**config.mk**
```make
export PLATFORM = sky130hd
export DESIGN_NAME = bus_term_ctrl
export DESIGN_NICKNAME = d
export VERILOG_FILES = /design/src/rtl/bus_term_ctrl.sv
export SDC_FILE = /design/constraint.sdc
export NUM_CORES = 1
export LEC_CHECK = 0
export BUFFER_PORTS_ARGS = -buffer_cell sky130_fd_sc_hd__clkbuf_2
export CORE_UTILIZATION = 56
export CTS_BUF_LIST = sky130_fd_sc_hd__clkbuf_4
export CTS_CLUSTER_DIAMETER = 200
export DETAILED_ROUTE_END_ITERATION = 10
export PLACE_DENSITY = 0.79
export SYNTH_ARGS = -nofsm -noshare
export SYNTH_HDL_FRONTEND = slang
export SYNTH_SLANG_ARGS = --single-unit
export TNS_END_PERCENT = 100
```
**constraint.sdc**
```tcl
create_clock -name sysClk -period 2.45 [get_ports sysClk]
set_clock_uncertainty 0.2 [all_clocks]
set_input_delay 0.49 -clock sysClk [delete_from_list [all_inputs] [get_ports sysClk]]
set_output_delay 0.49 -clock sysClk [all_outputs]
set_load 0.005 [all_outputs]
```
**src/rtl/bus_term_ctrl.sv**
```systemverilog
// Bus-cycle termination: merges per-source DSACK pairs, times out unanswered cycles to BERR.
// Optional autovector answer for IACK cycles when BUSTERM_AUTOVEC_EN is defined.
module bus_term_ctrl #(
    parameter int unsigned NUM_SRC        = 3,
    parameter int unsigned TIMEOUT_CYCLES = 250,
    parameter int unsigned CNT_W          = 8,
    parameter int unsigned AVEC_DELAY     = 2
) (
    input  logic                   sysClk,
    input  logic                   nReset,
    input  logic                   nAS,
    input  logic [2:0]             cpuFC,
    input  logic [2*NUM_SRC-1:0]   srcDsack,
    input  logic                   clrStatus,
    output logic [1:0]             nDsack,
    output logic                   nBerr,
    output logic                   nAvec,
    output logic                   timeoutFlag,
    output logic [7:0]             berrCount
);

    typedef enum logic [2:0] {
        StIdle   = 3'd0,
        StActive = 3'd1,
        StTerm   = 3'd2,
        StBerr   = 3'd3,
        StEnd    = 3'd4
    } state_e;

    localparam logic [CNT_W-1:0] TimeoutLast = CNT_W'(TIMEOUT_CYCLES - 1);

    state_e           state_q, state_d;
    logic [CNT_W-1:0] cnt_q, cnt_d;
    logic [1:0]       dsack_q, dsack_d;
    logic             berr_q, berr_d;
    logic             flag_q, flag_d;
    logic [7:0]       count_q, count_d;
    logic [1:0]       merged_dsack;

`ifdef BUSTERM_AUTOVEC_EN
    localparam logic [CNT_W-1:0] AvecLast = CNT_W'(AVEC_DELAY - 1);
    logic avec_q, avec_d;
`else
    logic unused_avec;
    assign unused_avec = ^{cpuFC, 1'(AVEC_DELAY)};
`endif

    // Any source pulling a bit low pulls the CPU bit low.
    always_comb begin
        merged_dsack = 2'b11;
        for (int i = 0; i < int'(NUM_SRC); i++) begin
            merged_dsack = merged_dsack & srcDsack[2*i +: 2];
        end
    end

    always_comb begin
        state_d = state_q;
        cnt_d   = cnt_q;
        dsack_d = 2'b11;
        berr_d  = 1'b1;
        flag_d  = flag_q;
        count_d = count_q;
`ifdef BUSTERM_AUTOVEC_EN
        avec_d  = 1'b1;
`endif
        if (clrStatus) begin
            flag_d  = 1'b0;
            count_d = 8'h00;
        end

        case (state_q)
            StIdle: begin
                cnt_d = '0;
                if (!nAS) state_d = StActive;
            end
            StActive: begin
                if (nAS) begin
                    state_d = StIdle;
                    cnt_d   = '0;
                end else if (merged_dsack != 2'b11) begin
                    state_d = StTerm;
                    dsack_d = merged_dsack;
`ifdef BUSTERM_AUTOVEC_EN
                end else if (cpuFC == 3'b111 && cnt_q == AvecLast) begin
                    state_d = StTerm;
                    avec_d  = 1'b0;
`endif
                end else if (cnt_q == TimeoutLast) begin
                    // Counter is held here; a coincident clear still leaves count = 1.
                    state_d = StBerr;
                    berr_d  = 1'b0;
                    flag_d  = 1'b1;
                    count_d = clrStatus ? 8'h01 :
                              (count_q == 8'hFF) ? 8'hFF : count_q + 8'h01;
                end else begin
                    cnt_d = cnt_q + CNT_W'(1);
                end
            end
            StTerm: begin
                if (nAS) begin
                    state_d = StIdle;
                end else begin
                    dsack_d = merged_dsack;
`ifdef BUSTERM_AUTOVEC_EN
                    avec_d  = avec_q;
`endif
                end
            end
            StBerr: begin
                if (nAS) state_d = StIdle;
                else     berr_d  = 1'b0;
            end
            StEnd: begin
                if (nAS) state_d = StIdle;
            end
            default: state_d = StEnd;
        endcase
    end

    always_ff @(posedge sysClk or negedge nReset) begin
        if (!nReset) begin
            state_q <= StEnd;
            cnt_q   <= '0;
            dsack_q <= 2'b11;
            berr_q  <= 1'b1;
            flag_q  <= 1'b0;
            count_q <= 8'h00;
        end else begin
            state_q <= state_d;
            cnt_q   <= cnt_d;
            dsack_q <= dsack_d;
            berr_q  <= berr_d;
            flag_q  <= flag_d;
            count_q <= count_d;
        end
    end

`ifdef BUSTERM_AUTOVEC_EN
    always_ff @(posedge sysClk or negedge nReset) begin
        if (!nReset) avec_q <= 1'b1;
        else         avec_q <= avec_d;
    end
    assign nAvec = avec_q;
`else
    assign nAvec = 1'b1;
`endif

    assign nDsack      = dsack_q;
    assign nBerr       = berr_q;
    assign timeoutFlag = flag_q;
    assign berrCount   = count_q;

endmodule

```
# Yosys cells after proc, flatten, opt, wreduce, memory -nomap -nowiden
# Index checks and enable logic that the tools add are counted.
word_totals:
  regBits: 23
  out_inout_bits: 13
  elab_cells: 58
op_classes:
  add_sub_neg: 2
  eq_ne: 12
  n_mux: 31
  bitwise_logic: 2
  n_reduce_logical: 5
ops:
  columns: ["operator", "n"]
  rows:
  - ["$mux W8", 10]
  - ["$add A8 B1 Y8 const B", 2]
  - ["$eq A8 B8 Y1 const B", 2]
  - ["$pmux W8 S2", 1]
  - ["$mux W3", 5]
  - ["$mux W1", 9]
  - ["$pmux W3 S3", 1]
  - ["$eq A3 B2 Y1 const B", 2]
  - ["$mux W2", 3]
  - ["$ne A3 B3 Y1 const B", 2]
  - ["$reduce_and A3 Y1", 2]
  - ["$and A2 B2 Y2", 2]
  - ["$ne A2 B2 Y1 const B", 2]
  - ["$ne A4 B4 Y1 const B", 1]
  - ["$pmux W2 S2", 1]
  - ["$eq A3 B1 Y1 const B", 1]
  - ["$eq A3 B3 Y1 const B", 1]
  - ["$logic_not A3 Y1", 1]
  - ["$reduce_or A3 Y1", 1]
  - ["$ne A2 B1 Y1 const B", 1]
  - ["$pmux W1 S2", 1]
  - ["$reduce_bool A2 Y1", 1]

# Logic depth before layout (Yosys ltp)
# Gate-level depths: netlist (run 1).
depth:
  word_depth: 7
  ltp_mapped: 7

# Least setup slack after synthesis (run 1)
# Ideal clock, no wire load.
synth_path:
  path_kind: "input port to flip-flop"
  from: "in nAS"
  to: "reg count_q[5], in the netlist berrCount[5]"
  arrival_ps: 1887
  slack_ps: 277
  path_stages: 5
  path_buffers: 1
  path_cell_list: "or4b_4 or3_1 clkbuf_2 o31a_1 nor3_1"
synth_via:
  elab_chain_cells: 2
synth_lines:
  columns: ["element", "line", "source"]
  rows:
  - ["start: declaration", "11", "input logic nAS,"]
  - ["$mux W8", "77", "if (nAS) begin"]
  - ["$mux W8", "71", "case (state_q)"]
  - ["named net count_d[5]", "37", "logic [7:0] count_q, count_d;"]
  - ["end signal: assignment", "134", "count_q <= count_d;"]
  - ["end: declaration", "37", null]
# The timed path passes the listed nets, and every way through them passes these cells.
# A chain may end at the register's enable or synchronous reset.

# Worst setup path after layout (run 1)
layout_path:
  from: "reg state_q[1]"
  to: "reg count_q[4], in the netlist berrCount[4]"
layout_via:
  elab_chain_cells: 2
layout_lines:
  columns: ["element", "line", "source"]
  rows:
  - ["start: declaration", "32", "state_e state_q, state_d;"]
  - ["start signal: assignment", "122", "state_q <= StEnd;"]
  - ["start signal: assignment", "129", "state_q <= state_d;"]
  - ["$eq A3 B1 Y1", "71", null]
  - ["$mux W8", "71", null]
  - ["named net count_d[4]", "37", null]
# The timed path passes the listed nets, and every way through them passes these cells.

==> impl_metrics.yaml, run 1 <==
cts:
  cts_buffers: 3
  cts_tree: "yes"
  clkSinkCount: 23
  root_buffer: "clkbuf_4"
  path_clk_slew_ns: 0.13
  ctsLongestPathBuffers: 2
  cts_resized: 0
  cts_max_level: 1
  clk_latency_ns: 0.30
drt:
  vias: 1145
  dr.pass1.iters: 4
  wl_microns: 2790
  ant_nets: 0
  via_per_inst: 6.26
  wl_per_cell_microns: 15.3
  drc: 0
  drtIter0Drc: 19
power:
  ir_drop_mv: 0.334
  leakagePower_uw: 0.000596
  p_per_area_nw_per_um2: 466
floorplanning:
  initial_utilization_pct: 61.4
  core_area_sq_um: 2040
  die_y_microns: 49.3
  io_pins: 26
  dieArea_sq_um: 2430
  die-width_microns: 49.3
  rows: 16
sta:
  maxSlewViolCount: 0
  tightestPinTransition_ns: 0.595
  finalSetupTns_ns: 0
  rsz0062_at_grt: "false"
  fin_ws_ns: 0.147
  setup_violations: 0
  post-route-min-period_ns: 2.30
  timing.fmax_mhz: 434
  slew_headroom_pct: 60.3
  hold_viol: 0
  finalCritPeriodShare_pct: 94.0
  holdWs_ns: 0.200
finish:
  fillers: 171
  multiInputGateArea_sq_um: 619
  final_nets: 173
  drive_above_1_share_pct: 23.7
  regArea_sq_um: 581
  diodes: 0
  synthToLayoutAreaGrowth_pct: 13.9
  fin_area_sq_um: 1430
  stdcell_count: 183
place:
  dp_slack_ns: 0.0870
  portBuffers: 21
  hpwl_microns: 2060
  gp_congestion: 0.847
  placed_cells: 178
  place_area_sq_um: 1390
min_path:
  worst_hold_path_type: "in -> reg"
grt:
  grt_usage_pct: 26.3
  overflow: 0
  grt_pass1_vias: 1147
  antenna_found_initial: 0
  grt_pass1_wl_microns: 4910
  grt_max_degree: 24
status:
  status: "complete, no violations"
critical_path:
  critical_path.top_delay_family: "simple AND/OR/NAND/NOR gates"
  ff2ff_path_depth: 4
  crit_path_end: "berrCount[4]$_DFF_PN0_"
  cp.required_ns: 2.43
  reg2reg_from: "state_q[1]$_DFFE_PN0P_"
  slowest_stage: "or4b_4"
  crit_start: "state_q[1]$_DFFE_PN0P_"
  cp-start-kind: "flip-flop"
  cp.arrival_ns: 2.28
  crit_type: "reg -> reg"
  reg2reg_to: "berrCount[4]$_DFF_PN0_"
  regToRegSetupSlack_ns: 0.15
  critPathMaxFanout: 7
  crit_chain: "or4b_4, or3_1, nor2_1, a211oi_1"
  crit_path_end_kind: "flip-flop"
  path_depth: 4
  cpPeakStageDelay_ns: 0.56
  crit_buf_inv: 0
synth:
  synth.top_cell.area_share_pct: 37.9
  syn_inst: 133
  synth_ff_type: "dfrtp_1"
  yosysUniqueCellTypes: 42
  synth-seq-cells: 23
  yosysSeqAreaShare_pct: 46.3
  synth_top_area_cell: "dfrtp_1"
  synth_edf_count: 0
  async_flop_share_pct: 100
  synth.area.top_cells: "dfrtp_1 38%, dfstp_2 8.4%, a21oi_1 3.2%"
  syn_nets: 149
  yosysWarnings: 0
  synth.avg_cell_area_sq_um: 9.43
  syn_area_sq_um: 1250
flow_run:
  drv_cap: 0
==> worst register-to-register path: stages (launching register included) <==
cell,delay [ns]
dfrtp_1,0.47
or4b_4,0.56
or3_1,0.48
nor2_1,0.33
a211oi_1,0.14
==> per-layer routing <==
layer  track usage, %  wire length (microns)  share of wire [%]  up-vias
li1                 -                      -                  -      548
met4             7.35                     13               0.47        0
met2             45.4                   1380                 49       37
met5                0                      0                  0        -
met1             33.7                   1240                 44      558
met3             4.36                    155                5.6        2
==> where the power goes <==
part / internal [uW] / switching (uW)
clock network: 74.5 / 110
logic: 33.6 / 49.6
registers: 392 / 5.45
==> placed cells by master, fill, tap and decap left out, types with 2 or more instances in the layout <==
master    count
a21oi_1       8
nand4_1       5
o31ai_1       5
nor3_1        6
dfrtp_1      19
nor2_1        9
o21ai_0       6
ha_1          3
inv_1         5
and3_1        2
buf_4         4
nor2b_1       3
dfstp_2       4
a31oi_1       5
nand2b_1      2
nor4_1        4
nand3_1       7
or4_1         4
clkbuf_4      4
a21boi_0      2
nand2_1       5
a311oi_1      3
clkbuf_2     21
and2_1        2
==> flip-flops by register name, summed over array words and instances (netlist names) <==
signal       count
berrCount        8
cnt_q            8
state_q          3
nDsack           2
nBerr            1
timeoutFlag      1
==> worst min-delay path by stage <==
stage / slack [ns] / endpoint / cells after the start / from
floorplan: -0.006 / berrCount[0]$_DFF_PN0_ / 0 / nReset
global placement: 0.30 / state_q[2]$_DFFE_PN1P_ / 1 / state_q[2]$_DFFE_PN1P_
detailed placement: 0.30 / state_q[2]$_DFFE_PN1P_ / 1 / state_q[2]$_DFFE_PN1P_
CTS: 0.19 / state_q[2]$_DFFE_PN1P_ / 2 / nAS
global route: 0.21 / state_q[2]$_DFFE_PN1P_ / 2 / nAS
finish: 0.20 / state_q[2]$_DFFE_PN1P_ / 2 / nAS
==> per-stage QoR <==
| step | util [%] | power, uW |
|---|---|---|
| 6_report | 69.9 | 665 |
| 4_1_cts | 69.9 | 671 |
| 5_1_grt | 69.9 | 698 |
| 3_3_place_gp | 68.0 | 482 |
| 2_1_floorplan | - | 453 |
| 3_5_place_dp | 68.0 | 486 |
==> synthesized netlist by cell type, types with 4 or more instances <==
cell,n
dfrtp_1,19
nor2_1,9
nand2_1,5
nor4_1,4
nand3_1,7
o21ai_0,6
o31ai_1,5
or4_1,4
dfstp_2,4
nand4_1,5
inv_1,5
a21oi_1,8
nor3_1,6
a31oi_1,5
==> area by class of cell <==
class                           count  area share [%]
Tap cell                           27            2.37
Timing Repair Buffer               26            10.2
Clock buffer                        4            2.10
Sequential cell                    23            40.7
Multi-Input combinational cell     98            43.4
Inverter                            5            1.31
==> cell families after synthesis <==
| family | synth area share (%) |
|---|---|
| muxes | 0.798 |
| buffers and inverters | 4.29 |
| DFF | 46.3 |
| and+or+nand+nor | 25.0 |
| xor gates and xnor gates | 0.699 |
| other | 0.299 |
| AOI/OAI and AO/OA | 19.7 |
| adders and majority gates | 2.99 |
==> timing repair <==
action,CTS,global route
setup buffers,0,0
hold endpoints to repair,19,0
hold buffers,1,0
Note: power is estimated with default switching activity, not from simulation.
==> inputs of run 2 (changes only) <==
- CORE_ASPECT_RATIO: unset -> 0.7
==> run 2 against run 1 <==
Compared with the run above: global-route usage is 2.3 points lower; largest power group unchanged; sequential share of layout area hardly changed; sequential power hardly changed; via count is 0.87% lower; wire length is 4.0% lower; cell area hardly changed; die area is 0.12% higher; fmax is 2.2% higher; power is 1.2% lower; critical path depth stayed put.
==> impl_metrics.yaml, run 2 (same netlist as run 1, synthesis figures left out) <==
status:
  status: "complete, no violations"
cts:
  root_buffer: "clkbuf_4"
  ctsLongestPathBuffers: 2
  clkSinkCount: 23
  cts_max_level: 1
  path_clk_slew_ns: 0.13
  clk_latency_ns: 0.32
  cts_buffers: 3
  cts_tree: "yes"
finish:
  layout_common_cells: "21 x clkbuf_2, 19 x dfrtp_1, 9 x nor2_1"
  regArea_sq_um: 581
  fillers: 155
  final_common_cell: "clkbuf_2"
  synthToLayoutAreaGrowth_pct: 14.0
  multiInputGateArea_sq_um: 619
  diodes: 0
  final_nets: 173
  drive_above_1_share_pct: 23.7
  stdcell_count: 186
  final_util_pct: 72.0
sta:
  slew_headroom_pct: 62.3
  tightestPinTransition_ns: 0.566
  setup_violations: 0
  post-route-min-period_ns: 2.25
  hold_viol: 0
  finalSetupTns_ns: 0
  timing.fmax_mhz: 444
  maxSlewViolCount: 0
  finalCritPeriodShare_pct: 92.0
  rsz0062_at_grt: "false"
grt:
  grtUsageMet3_pct: 6.54
  grt_most_used_layer: "met1"
  grt_max_degree: 24
  grt_usage_pct: 24.0
  grt_pass1_vias: 957
  overflow: 0
  met1_usage_pct: 38.0
  grt_pass1_wl_microns: 4400
  use_met2_pct: 32.9
  antenna_found_initial: 0
power:
  fin_total_pwr_uw: 657
  p_per_area_nw_per_um2: 460
  ir_drop_mv: 0.398
  leakagePower_uw: 0.000596
floorplanning:
  die_y_microns: 41.6
  initial_utilization_pct: 63.2
  dieArea_sq_um: 2430
  rows: 13
  die-width_microns: 58.6
  io_pins: 26
  core_area_sq_um: 1980
critical_path:
  slowest_stage: "or4b_4"
  crit_type: "reg -> reg"
  cp.required_ns: 2.48
  crit_path_end_kind: "flip-flop"
  crit_buf_inv: 0
  cp.arrival_ns: 2.29
  cp-start-kind: "flip-flop"
  reg2reg_from: "state_q[1]$_DFFE_PN0P_"
  regToRegSetupSlack_ns: 0.20
  cpPeakStageDelay_ns: 0.57
  ff2ff_path_depth: 4
  critPathMaxFanout: 7
  crit_chain: "or4b_4, or3_1, o31a_1, nor3_1"
  reg2reg_to: "berrCount[5]$_DFF_PN0_"
  critical_path.top_delay_family: "simple AND/OR/NAND/NOR gates"
place:
  hpwl_microns: 1960
  gp_congestion: 0.913
  placed_cells: 181
  portBuffers: 21
drt:
  vias: 1135
  wl_per_cell_microns: 14.4
  dr.pass1.iters: 4
  wl_microns: 2680
  drtIter0Drc: 83
  ant_nets: 0
  via_per_inst: 6.10
  drc: 0
min_path:
  worst_hold_path_type: "in -> reg"
  hold_depth: 2
  hp-start: "nAS"
  min_to: "state_q[2]$_DFFE_PN1P_"
flow_run:
  drv_cap: 0
[run 2: cell types whose count changed in the layout (fill, tap and decap cells not counted), sizes merged]
cell,previous run,this run
clkbuf,25,24
clkinv,0,1
[run 2: routing by layer]
metal  wire length [microns]  vias up
met4                      15        0
li1                        -      548
met5                       0        -
met2                    1130       51
met1                    1290      534
met3                     248        2
[run 2: report_power, final]
group | total (uW) | internal (uW) | switching (uW)
sequential | 394 | 392 | 2.85
clock | 178 | 61.2 | 117
combinational | 84.8 | 34.4 | 50.4
total | 657 | 487 | 170
[run 2: area by class of cell]
cell class | instances | area share [%]
timing repair buffer | 26 | 10.2
tap | 30 | 2.63
clock inverter | 1 | 0.350
sequential | 23 | 40.6
clock buffer | 3 | 1.58
multi-input combinational | 98 | 43.3
inverter | 5 | 1.31
[run 2: worst max-delay path by stage]
stage	startpoint	endpoint	cells past startpoint
after CTS	state_q[1]$_DFFE_PN0P_	berrCount[5]$_DFF_PN0_	4
after detailed placement	nAS	berrCount[5]$_DFF_PN0_	5
final	state_q[1]$_DFFE_PN0P_	berrCount[5]$_DFF_PN0_	4
after global routing	state_q[1]$_DFFE_PN0P_	berrCount[5]$_DFF_PN0_	4
after global placement	nAS	berrCount[3]$_DFF_PN0_	5
after floorplan	nAS	berrCount[5]$_DFF_PN0_	5
[run 2: per-stage QoR]
step                area (sq um)  hold slack, ns  setup slack (ns)
floorplan                   1250        -0.00559             0.277
global placement            1390           0.296            0.0846
detailed placement          1390           0.302            0.0573
CTS                         1430           0.163             0.203
global route                1430           0.159             0.149
finish                      1430           0.162             0.195
[run 2: worst reg2reg max path: stages (launching register included)]
cell and delay, ns:
dfrtp_1 0.40, or4b_4 0.57, or3_1 0.50, o31a_1 0.32, nor3_1 0.18
[run 2: what timing repair did]
item	CTS	global route
resized for setup	0	0
hold buffers	1	0
buffers inserted	0	0
hold endpoints to repair	19	0
